### src/rtl/tick_div_pkg.sv
// Shared encodings and default sizing for the multi-channel tick divider.
package tick_div_pkg;

   typedef enum logic {
      MODE_PERIODIC = 1'b0,
      MODE_ONESHOT  = 1'b1
   } mode_e;

   localparam int unsigned CHANNELS_DEF    = 4;
   localparam int unsigned CNT_W_DEF       = 26;
   localparam int unsigned DEFAULT_DIV_DEF = 500000;

   // Channel-select width; a single channel still gets a 1-bit select.
   function automatic int unsigned chan_w(input int unsigned n);
      return (n > 1) ? $clog2(n) : 1;
   endfunction

endpackage

### src/rtl/tick_div_chan.sv
// One divider channel: counter, divisor, periodic/one-shot mode, registered
// tick/sq/busy outputs.
module tick_div_chan
   import tick_div_pkg::*;
#(
   parameter int unsigned CNT_W       = CNT_W_DEF,
   parameter int unsigned DEFAULT_DIV = DEFAULT_DIV_DEF
) (
   input  logic             clk,
   input  logic             reset,
   input  logic             cfg_we_i,
   input  logic [CNT_W-1:0] cfg_div_i,
   input  logic             cfg_mode_i,
   input  logic             run_i,
   output logic             tick_o,
   output logic             sq_o,
   output logic             busy_o
);

   localparam logic [CNT_W-1:0] DIV_RST = CNT_W'(DEFAULT_DIV);

   logic [CNT_W-1:0] cnt_q, cnt_d, div_q, div_d, cnt_base;
   mode_e            mode_q, mode_d;
   logic             sq_q, sq_d, armed_q, armed_d, run_d_q, run_d_d;
   logic             tick_q, tick_d, busy_q, busy_d;
   logic             rise, step;

   always_ff @(posedge clk) begin
      if (reset) begin
         cnt_q   <= '0;
         div_q   <= DIV_RST;
         mode_q  <= MODE_PERIODIC;
         sq_q    <= 1'b0;
         armed_q <= 1'b0;
         run_d_q <= 1'b0;
         tick_q  <= 1'b0;
         busy_q  <= 1'b0;
      end else begin
         cnt_q   <= cnt_d;
         div_q   <= div_d;
         mode_q  <= mode_d;
         sq_q    <= sq_d;
         armed_q <= armed_d;
         run_d_q <= run_d_d;
         tick_q  <= tick_d;
         busy_q  <= busy_d;
      end
   end

   always_comb begin
      cnt_d    = cnt_q;
      div_d    = div_q;
      mode_d   = mode_q;
      sq_d     = sq_q;
      armed_d  = armed_q;
      run_d_d  = run_i;
      tick_d   = 1'b0;
      busy_d   = 1'b0;
      rise     = run_i && !run_d_q;
      step     = 1'b0;
      cnt_base = cnt_q;
      if (cfg_we_i) begin
         // A config write beats a coincident terminal count: no tick.
         div_d   = cfg_div_i;
         mode_d  = mode_e'(cfg_mode_i);
         cnt_d   = '0;
         sq_d    = 1'b0;
         armed_d = 1'b0;
         busy_d  = (mode_e'(cfg_mode_i) == MODE_PERIODIC) && run_i && (cfg_div_i != '0);
      end else if (div_q != '0) begin
         if (mode_q == MODE_PERIODIC) begin
            step = run_i;
         end else begin
            // The triggering edge itself is the first counted cycle.
            step = rise || armed_q;
            if (rise) cnt_base = '0;
            armed_d = step;
         end
         if (step) begin
            if (cnt_base == div_q - CNT_W'(1)) begin
               cnt_d   = '0;
               tick_d  = 1'b1;
               sq_d    = !sq_q;
               armed_d = 1'b0;
            end else begin
               cnt_d = cnt_base + CNT_W'(1);
            end
         end
         busy_d = (mode_q == MODE_PERIODIC) ? run_i : armed_d;
      end else begin
         armed_d = 1'b0;
      end
   end

   assign tick_o = tick_q;
   assign sq_o   = sq_q;
   assign busy_o = busy_q;

endmodule

### src/rtl/tick_divider.sv
// Multi-channel clock-enable generator: config decode, ready/error flags and
// one tick_div_chan per channel.
module tick_divider
   import tick_div_pkg::*;
#(
   parameter  int unsigned CHANNELS    = CHANNELS_DEF,
   parameter  int unsigned CNT_W       = CNT_W_DEF,
   parameter  int unsigned DEFAULT_DIV = DEFAULT_DIV_DEF,
   localparam int unsigned CH_W        = chan_w(CHANNELS)
) (
   input  logic                clk,
   input  logic                reset,
   input  logic                cfg_valid,
   output logic                cfg_ready,
   input  logic [CH_W-1:0]     cfg_chan,
   input  logic [CNT_W-1:0]    cfg_div,
   input  logic                cfg_mode,
   output logic                cfg_err,
   input  logic [CHANNELS-1:0] run,
   output logic [CHANNELS-1:0] tick,
   output logic [CHANNELS-1:0] sq,
   output logic [CHANNELS-1:0] busy
);

   logic cfg_ready_q, cfg_ready_d, cfg_err_q, cfg_err_d;
   logic accept, chan_ok;

   assign accept  = cfg_valid && cfg_ready_q;
   assign chan_ok = {1'b0, cfg_chan} < (CH_W + 1)'(CHANNELS);

   always_ff @(posedge clk) begin
      if (reset) begin
         cfg_ready_q <= 1'b0;
         cfg_err_q   <= 1'b0;
      end else begin
         cfg_ready_q <= cfg_ready_d;
         cfg_err_q   <= cfg_err_d;
      end
   end

   always_comb begin
      cfg_ready_d = 1'b1;
      cfg_err_d   = accept && !chan_ok;
   end

   assign cfg_ready = cfg_ready_q;
   assign cfg_err   = cfg_err_q;

   for (genvar i = 0; i < CHANNELS; i++) begin : g_chan
      tick_div_chan #(
         .CNT_W       (CNT_W),
         .DEFAULT_DIV (DEFAULT_DIV)
      ) u_chan (
         .clk        (clk),
         .reset      (reset),
         .cfg_we_i   (accept && chan_ok && (cfg_chan == CH_W'(i))),
         .cfg_div_i  (cfg_div),
         .cfg_mode_i (cfg_mode),
         .run_i      (run[i]),
         .tick_o     (tick[i]),
         .sq_o       (sq[i]),
         .busy_o     (busy[i])
      );
   end

endmodule

### config.mk
export PLATFORM = sky130hd
export DESIGN_NAME = tick_divider
export DESIGN_NICKNAME = d
export VERILOG_FILES = /design/src/rtl/tick_div_pkg.sv /design/src/rtl/tick_div_chan.sv /design/src/rtl/tick_divider.sv
export SDC_FILE = /design/constraint.sdc
export NUM_CORES = 1
export LEC_CHECK = 0
export ABC_AREA = 1
export BUFFER_PORTS_ARGS = -buffer_cell sky130_fd_sc_hd__buf_4
export CORE_MARGIN = 5
export CORE_UTILIZATION = 50
export DETAILED_ROUTE_END_ITERATION = 7
export PLACE_DENSITY = 0.67
export SLEW_MARGIN = 15
export SYNTH_ARGS = -nofsm -noshare
export SYNTH_HDL_FRONTEND = slang
export SYNTH_SLANG_ARGS = --single-unit
### constraint.sdc
create_clock -name clk -period 2.1 [get_ports clk]
set_clock_uncertainty 0.1 [all_clocks]
set_input_delay 0.105 -clock clk [delete_from_list [all_inputs] [get_ports clk]]
set_output_delay 0.105 -clock clk [all_outputs]
set_load 0.02 [all_outputs]
==> results of run 1 <==
## routing by layer
metal | track usage [%] | vias up | part of all wire (%)
met5 | 0 | - | 0
met4 | 12.2 | 0 | 4.4
met3 | 4.64 | 254 | 7.8
met2 | 60.2 | 1065 | 49
met1 | 42.0 | 11000 | 39
li1 | - | 11400 | -
## layout make-up
type                    instances  area (sq um)
clock buffers                  38           820
well taps                     461           577
clock inverters                15           239
inverters                     378          1440
multi-input cells            2423         13500
repair buffers                745          6190
flip-flops and latches        233          4700
fillers                      2766          7790
## path summary, 6_finish.rpt
kind,from,cells after the start,to,slack (ps)
max reg2reg,g_chan[0].u_chan.run_d_q$_SDFF_PP0_,15,g_chan[0].u_chan.cnt_q[18]$_SDFFE_PP0P_,-330
min reg2reg,g_chan[1].u_chan.cnt_q[24]$_SDFFE_PP0P_,2,g_chan[1].u_chan.cnt_q[24]$_SDFFE_PP0P_,370
max,g_chan[0].u_chan.run_d_q$_SDFF_PP0_,15,g_chan[0].u_chan.cnt_q[18]$_SDFFE_PP0P_,-330
min,cfg_valid,5,g_chan[0].u_chan.div_q[22]$_SDFFE_PP0P_,70
## kinds of logic (layout without fill, tap and decap cells)
logic type / after synthesis / count (layout) / synth area share [%]
buf+inv: 472 / 1176 / 10.9
xor+xnor: 73 / 73 / 3.59
fa+ha+maj: 8 / 8 / 0.563
flops: 233 / 233 / 26.2
simple gates: 1933 / 1934 / 46.8
other cells: 1 / 1 / 0.0211
compound gates: 407 / 407 / 11.9
## registers in the layout (all words and copies together) (netlist names)
signal                 flops
cfg_ready                  1
g_chan.u_chan.armed_q      4
g_chan.u_chan.busy_o       4
g_chan.u_chan.cnt_q      104
g_chan.u_chan.div_q      104
g_chan.u_chan.mode_q       4
g_chan.u_chan.run_d_q      4
g_chan.u_chan.sq_o         4
g_chan.u_chan.tick_o       4
## layout by cell type (no fill, tap or decap), types with 38 or more instances in the layout
cell type | synthesis | final
sky130_fd_sc_hd__nand2_1 | 977 | 845
sky130_fd_sc_hd__buf_4 | 21 | 653
sky130_fd_sc_hd__inv_1 | 360 | 329
sky130_fd_sc_hd__nor2_1 | 428 | 301
sky130_fd_sc_hd__dfxtp_1 | 233 | 212
sky130_fd_sc_hd__nand3_1 | 307 | 209
sky130_fd_sc_hd__o21ai_0 | 166 | 162
sky130_fd_sc_hd__a21oi_1 | 201 | 155
sky130_fd_sc_hd__nand2_2 | 25 | 125
sky130_fd_sc_hd__nor2_2 | 17 | 95
sky130_fd_sc_hd__nand3_2 | 4 | 82
sky130_fd_sc_hd__nand4_1 | 66 | 66
sky130_fd_sc_hd__nor2_4 | 8 | 57
sky130_fd_sc_hd__a21oi_2 | 0 | 46
sky130_fd_sc_hd__xor2_1 | 57 | 45
sky130_fd_sc_hd__inv_2 | 14 | 38
sky130_fd_sc_hd__clkbuf_16 | 0 | 38
## repair_timing
| action | in CTS | in global routing |
|---|---|---|
| hold buffers | 36 | 0 |
| pin swaps | 27 | 140 |
| setup endpoints to repair | 120 | 120 |
| endpoints found under the hold margin | 117 | 0 |
| setup buffers | 10 | 40 |
| gates resized for setup | 147 | 507 |
| cloned | 3 | 12 |
## power by group through the flow
| stage | logic, W | clock network, W | registers (W) |
|---|---|---|---|
| 2_1_floorplan | 0.00141 | 0 | 0.00482 |
| 3_3_place_gp | 0.00254 | 0 | 0.00486 |
| 3_5_place_dp | 0.00259 | 0 | 0.00486 |
| 4_1_cts | 0.00274 | 0.00569 | 0.00477 |
| 5_1_grt | 0.00342 | 0.00590 | 0.00482 |
| 6_report | 0.00317 | 0.00566 | 0.00480 |
## through the flow
stage	hold WS (ps)	worst slack (ps)
floorplan	124	-41.5
global placement	314	-305
detailed placement	320	-347
CTS	29.5	-244
global route	96.9	-466
finish	73.7	-330
## critical path, cell delays in order, from the launching register on
cell and delay, ps:
sky130_fd_sc_hd__dfxtp_2 330, sky130_fd_sc_hd__inv_2 40, sky130_fd_sc_hd__nand3_4 80, sky130_fd_sc_hd__buf_12 150
sky130_fd_sc_hd__nand2_1 100, sky130_fd_sc_hd__inv_1 80, sky130_fd_sc_hd__ha_1 200, sky130_fd_sc_hd__nand4_2 140
sky130_fd_sc_hd__buf_4 200, sky130_fd_sc_hd__nor2_1 100, sky130_fd_sc_hd__nand3_1 130, sky130_fd_sc_hd__nor4_2 220
sky130_fd_sc_hd__buf_4 180, sky130_fd_sc_hd__or2_2 100, sky130_fd_sc_hd__nand3_1 60, sky130_fd_sc_hd__a21oi_1 120
==> flow_metrics.py, run 1 <==
metrics = {
    "finish": {
        "stdcell_area_sq_um": 27500,
        "layout-drive-gt1-share_pct": 35.4,
        "syn2layout_area_growth_pct": 54.7,
        "total_nets_final": 3854,
        "instances_no_fill": 4293,
        "final_core_utilization_pct": 77.9,
        "antenna_cells_inserted": 0,
    },
    "critical_path": {
        "critPathLaunchType": "register",
        "end_kind": "register",
        "worst-setup-path-type": "reg2reg",
        "cp.required_ps": 2510,
        "cp_max_fo": 7,
        "cp.arrival_ps": 2840,
    },
    "sta": {
        "final_setup_viols": 120,
        "layout_min_cycle_time_ps": 2430,
        "timing_hold_violations_final": 0,
        "period_share_pct": 116,
        "rsz0062_at_grt": "true",
        "drv_slew": 0,
        "finalWorstSetupSlack_ps": -330,
        "fin_tns_setup_ps": -27830,
        "fmaxAchievable_mhz": 412,
    },
    "clock_tree": {
        "clkTransAtPathRegs_ps": 60,
        "htreeDepth": 1,
        "cts.sinks": 233,
        "worstSkewPairLatency_ps": 580,
        "numCtsBuffers": 29,
        "tritoncts": "done",
        "cts-root-to-sink-buffers": 3,
        "clockRootBuffer": "sky130_fd_sc_hd__clkbuf_16",
    },
    "die": {
        "pin_count": 50,
        "dieArea_sq_um": 39500,
        "die_x_um": 199,
        "core_area_sq_um": 35300,
        "initial_utilization_pct": 50.4,
        "placementRows": 69,
        "chipHeight_um": 199,
    },
    "synth": {
        "count_of_unique_library_cells_instantiated_by_yosys": 47,
        "syn_avg_cell_area_sq_um": 5.69,
        "async_flop_share_pct": 0,
        "synth.ff_latch_count": 233,
        "yosys_warnings": 0,
        "synth_top_cells_by_area": "sky130_fd_sc_hd__dfxtp_1 26%, sky130_fd_sc_hd__nand2_1 21%, sky130_fd_sc_hd__nor2_1 9.0%",
        "cell_accounting_for_the_most_synthesized_area": "sky130_fd_sc_hd__dfxtp_1",
        "syn_area_sq_um": 17800,
        "synth_seq_area_share_pct": 26.2,
        "synth_cells": 3127,
        "synthFlopType": "sky130_fd_sc_hd__dfxtp_1",
        "synth.most_common_cell": "sky130_fd_sc_hd__nand2_1",
        "postSynthNetCount": 3171,
        "post-synth-top-area-fraction_pct": 26.2,
        "synthTopCellsByCount": "977 x sky130_fd_sc_hd__nand2_1, 428 x sky130_fd_sc_hd__nor2_1, 360 x sky130_fd_sc_hd__inv_1, 307 x sky130_fd_sc_hd__nand3_1, 233 x sky130_fd_sc_hd__dfxtp_1",
        "synth-edff-count": 0,
    },
    "pwr": {
        "pwr_density_cell_nw_per_um2": 495,
        "internal_power_w": 0.00942,
        "leakagePower_nw": 12.9,
        "sw_frac_of_total_pct": 30.9,
        "switchingPower_w": 0.00421,
        "clock_network_power_share_pct": 41.5,
        "design_power_total_w": 0.0136,
        "pwr-share-comb_pct": 23.2,
        "seq_power_share_pct": 35.2,
        "power.ir.vdd_worst_v": 0.000814,
    },
    "global_routing": {
        "first_global_vias": 22300,
        "initial_antenna_violation_count": 0,
        "globalRouteTotalUtil_pct": 33.9,
        "pin_count_of_the_biggest_net_entering_global_routing": 48,
        "globalRouteOverflowTotal": 0,
        "global_route_wire_length_before_repair_um": 109000,
    },
    "route": {
        "route.antenna.remaining_nets": 0,
        "detail_route.wirelength_um": 75000,
        "drt_drc_violations_left": 5,
        "vias_per_cell": 5.54,
        "drt-wirelength-per-cell_um": 17.5,
        "drtPass1Iterations": 8,
        "vias": 23800,
        "drt_iter0_drc": 1938,
    },
    "placement": {
        "portBuffers": 48,
        "dpl-instance-area_sq_um": 23000,
        "dpl.cell_count": 4141,
        "detailed_place_hpwl_um": 52500,
        "gpl.final_weighted_congestion": 1.01,
    },
    "run_status": {
        "failed_checks": "DRC, setup timing",
        "run_status": "finished with violations",
    },
    "hold_path": {
        "timing.hold.worst.class": "in2reg",
    },
    "job": {
        "max-cap-violations": 0,
    },
}
No activity file was read; power rests on OpenSTA's default activity.
==> inputs of run 2 (changes only) <==
- BUFFER_PORTS_ARGS: -buffer_cell sky130_fd_sc_hd__buf_4 -> default
- DONT_BUFFER_PORTS: default -> 1
- PLACE_DENSITY: 0.67 -> 0.66
==> flow_metrics.py, run 2 (synthesized netlist as in run 1, its figures left out) <==
metrics = {
    "pwr": {
        "clock_network_power_share_pct": 39.5,
        "power.ir.vdd_worst_v": 0.000800,
        "internal_power_w": 0.00929,
        "leakagePower_nw": 13.1,
        "design_power_total_w": 0.0135,
        "pwr-share-comb_pct": 24.7,
        "sw_frac_of_total_pct": 31.3,
        "pwr_density_cell_nw_per_um2": 470,
        "seq_power_share_pct": 35.8,
        "switchingPower_w": 0.00424,
    },
    "route": {
        "route.antenna.remaining_nets": 0,
        "detail_route.wirelength_um": 79500,
        "drt-wirelength-per-cell_um": 18.4,
        "drt_drc_violations_left": 1,
        "vias_per_cell": 5.69,
        "vias": 24500,
        "drtPass1Iterations": 8,
        "drt_iter0_drc": 2265,
    },
    "global_routing": {
        "global_route_wire_length_before_repair_um": 111000,
        "globalRouteTotalUtil_pct": 34.7,
        "pin_count_of_the_biggest_net_entering_global_routing": 42,
        "initial_antenna_violation_count": 15,
        "globalRouteOverflowTotal": 0,
        "first_global_vias": 22600,
    },
    "placement": {
        "dpl-instance-area_sq_um": 22600,
        "detailed_place_hpwl_um": 52400,
        "portBuffers": 0,
        "gpl.final_weighted_congestion": 0.988,
    },
    "die": {
        "initial_utilization_pct": 50.4,
        "chipHeight_um": 199,
        "die_x_um": 199,
        "pin_count": 50,
        "core_area_sq_um": 35300,
        "placementRows": 69,
        "dieArea_sq_um": 39500,
    },
    "job": {
        "max-cap-violations": 0,
    },
    "sta": {
        "fmaxAchievable_mhz": 383,
        "rsz0062_at_grt": "true",
        "timing_hold_violations_final": 0,
        "period_share_pct": 124,
        "layout_min_cycle_time_ps": 2610,
        "drv_slew": 0,
        "final_setup_viols": 120,
        "maxSlewHeadroom_pct": 11.3,
        "worstMarginPinSlew_ps": 1330,
        "finalWorstSetupSlack_ps": -511,
    },
    "critical_path": {
        "timing.critical_path.slowest_cell_delay_ps": 320,
        "cp.required_ps": 2480,
        "critPathLaunchType": "register",
        "r2r_setup_slack_ps": -510,
        "critical_path_buf_inv_count": 5,
        "r2r-start": "g_chan[2].u_chan.run_d_q$_SDFF_PP0_",
        "end_kind": "register",
        "crit_top_cell": "sky130_fd_sc_hd__buf_6",
        "timing.critical_path.max_delay_family": "simple AND/OR/NAND/NOR gates",
        "r2r-end": "g_chan[2].u_chan.cnt_q[25]$_SDFFE_PP0P_",
        "worst-setup-path-type": "reg2reg",
        "cp.arrival_ps": 2990,
        "path_cells": "inv_2, nand3_4, buf_16, buf_6, nand2_4, buf_6, nor2_4, nand2_2, nor3_4, nand2_2, nor2_4, buf_6, nand3_1, nor3_1, nand3b_1, a21oi_1",
        "timing.critical_path.slowest_stage_cell": "sky130_fd_sc_hd__dfxtp_2",
        "cp_max_fo": 5,
        "reg2reg_depth": 16,
    },
    "finish": {
        "biggestRegsByFlops": "g_chan.u_chan.cnt_q: 104 flops, g_chan.u_chan.div_q: 104 flops",
        "total_nets_final": 3860,
        "filler_cell_count": 2404,
        "layout-drive-gt1-share_pct": 40.9,
        "syn2layout_area_growth_pct": 61.9,
        "stdcell_area_sq_um": 28800,
        "seq_area_sq_um": 4710,
        "layout_common_cells": "766 x sky130_fd_sc_hd__nand2_1, 616 x sky130_fd_sc_hd__buf_4, 300 x sky130_fd_sc_hd__inv_1",
        "multiInputGateArea_sq_um": 14500,
        "final_common_cell": "sky130_fd_sc_hd__nand2_1",
    },
    "hold_path": {
        "timing.hold.worst.class": "in2reg",
        "whs_path_depth": 5,
        "worst_min_delay_path_startpoint": "run[2]",
        "worst_hold_path.endpoint": "g_chan[2].u_chan.tick_o$_SDFF_PP0_",
    },
    "clock_tree": {
        "numCtsBuffers": 28,
        "tritoncts": "done",
        "worstSkewPairLatency_ps": 590,
        "clockRootBuffer": "sky130_fd_sc_hd__clkbuf_16",
        "cts-root-to-sink-buffers": 3,
        "cts.sinks": 233,
        "clkTransAtPathRegs_ps": 60,
        "htreeDepth": 1,
    },
    "run_status": {
        "run_status": "finished with violations",
        "failed_checks": "DRC, setup timing",
    },
}
## run 2: cell types whose count changed in the layout (fill, tap and decap cells not counted), moves of 14 or more
cell	before	now
sky130_fd_sc_hd__buf_6	27	54
sky130_fd_sc_hd__inv_2	38	60
sky130_fd_sc_hd__inv_1	329	300
sky130_fd_sc_hd__nand2_4	33	53
sky130_fd_sc_hd__nand2_1	845	766
sky130_fd_sc_hd__nor2_1	301	269
sky130_fd_sc_hd__nand3_1	209	189
sky130_fd_sc_hd__nand2_2	125	179
sky130_fd_sc_hd__a21oi_2	46	76
sky130_fd_sc_hd__a21oi_1	155	124
sky130_fd_sc_hd__buf_4	653	616
sky130_fd_sc_hd__dfxtp_2	16	30
sky130_fd_sc_hd__nor2_4	57	77
## run 2: cell type report
class / instances / share of cell area [%]
Antenna cell: 12 / 0.104
Tap cell: 461 / 2.00
Sequential cell: 233 / 16.4
Inverter: 378 / 5.06
Clock buffer: 43 / 2.95
Multi-Input combinational cell: 2423 / 50.3
Timing Repair Buffer: 752 / 22.7
Clock inverter: 9 / 0.517
## run 2: per-stage QoR
step	worst slack, ps	hold slack, ps	TNS [ps]	cells	util [%]
3_3_place_gp	-429	89.5	-31470	4094	64.0
4_1_cts	-246	12.1	-18380	4228	72.3
5_1_grt	-549	53.0	-45250	4305	81.5
2_1_floorplan	-41.5	124	-41.5	3127	-
3_5_place_dp	-452	91.4	-36230	4094	64.0
6_report	-511	32.4	-33190	4311	81.6
## run 2: timing repair
action	CTS	global route
buffers inserted	36	60
hold buffers	39	0
pin swaps	87	253
resized for setup	311	679
endpoints found under the hold margin	232	0
endpoints found under the setup margin	120	157
cloned	7	13
## run 2: worst min-delay path, cell delays in order
cell	delay, ps
sky130_fd_sc_hd__a211oi_1	210
sky130_fd_sc_hd__a21oi_1	100
sky130_fd_sc_hd__buf_4	150
sky130_fd_sc_hd__nand2_2	70
sky130_fd_sc_hd__nor3_2	40
## run 2: worst max-delay path by stage
stage | cells past startpoint | startpoint | endpoint
floorplan | 15 | g_chan[1].u_chan.mode_q$_SDFFE_PP0P_ | g_chan[1].u_chan.cnt_q[20]$_SDFFE_PP0P_
global placement | 16 | g_chan[2].u_chan.div_q[0]$_SDFFE_PP0P_ | g_chan[2].u_chan.cnt_q[25]$_SDFFE_PP0P_
detailed placement | 16 | g_chan[2].u_chan.div_q[0]$_SDFFE_PP0P_ | g_chan[2].u_chan.cnt_q[25]$_SDFFE_PP0P_
CTS | 21 | g_chan[0].u_chan.run_d_q$_SDFF_PP0_ | g_chan[0].u_chan.busy_o$_SDFF_PP0_
global route | 17 | g_chan[2].u_chan.run_d_q$_SDFF_PP0_ | g_chan[2].u_chan.cnt_q[3]$_SDFFE_PP0P_
finish | 16 | g_chan[2].u_chan.run_d_q$_SDFF_PP0_ | g_chan[2].u_chan.cnt_q[25]$_SDFFE_PP0P_
## run 2: routing by layer
metal | vias up | share of wire, % | global-route usage (%)
li1 | 11500 | - | -
met1 | 11400 | 38 | 42.0
met2 | 1297 | 48 | 60.7
met3 | 350 | 9.6 | 8.05
met4 | 15 | 5.0 | 11.3
met5 | - | 0.16 | 1.11
## run 2: power groups by stage
stage	Combinational, W	Clock [W]	Sequential, W
6_report	0.00334	0.00534	0.00485
5_1_grt	0.00358	0.00555	0.00486
4_1_cts	0.00274	0.00534	0.00480
3_5_place_dp	0.00240	0	0.00488
3_3_place_gp	0.00235	0	0.00487
2_1_floorplan	0.00141	0	0.00482
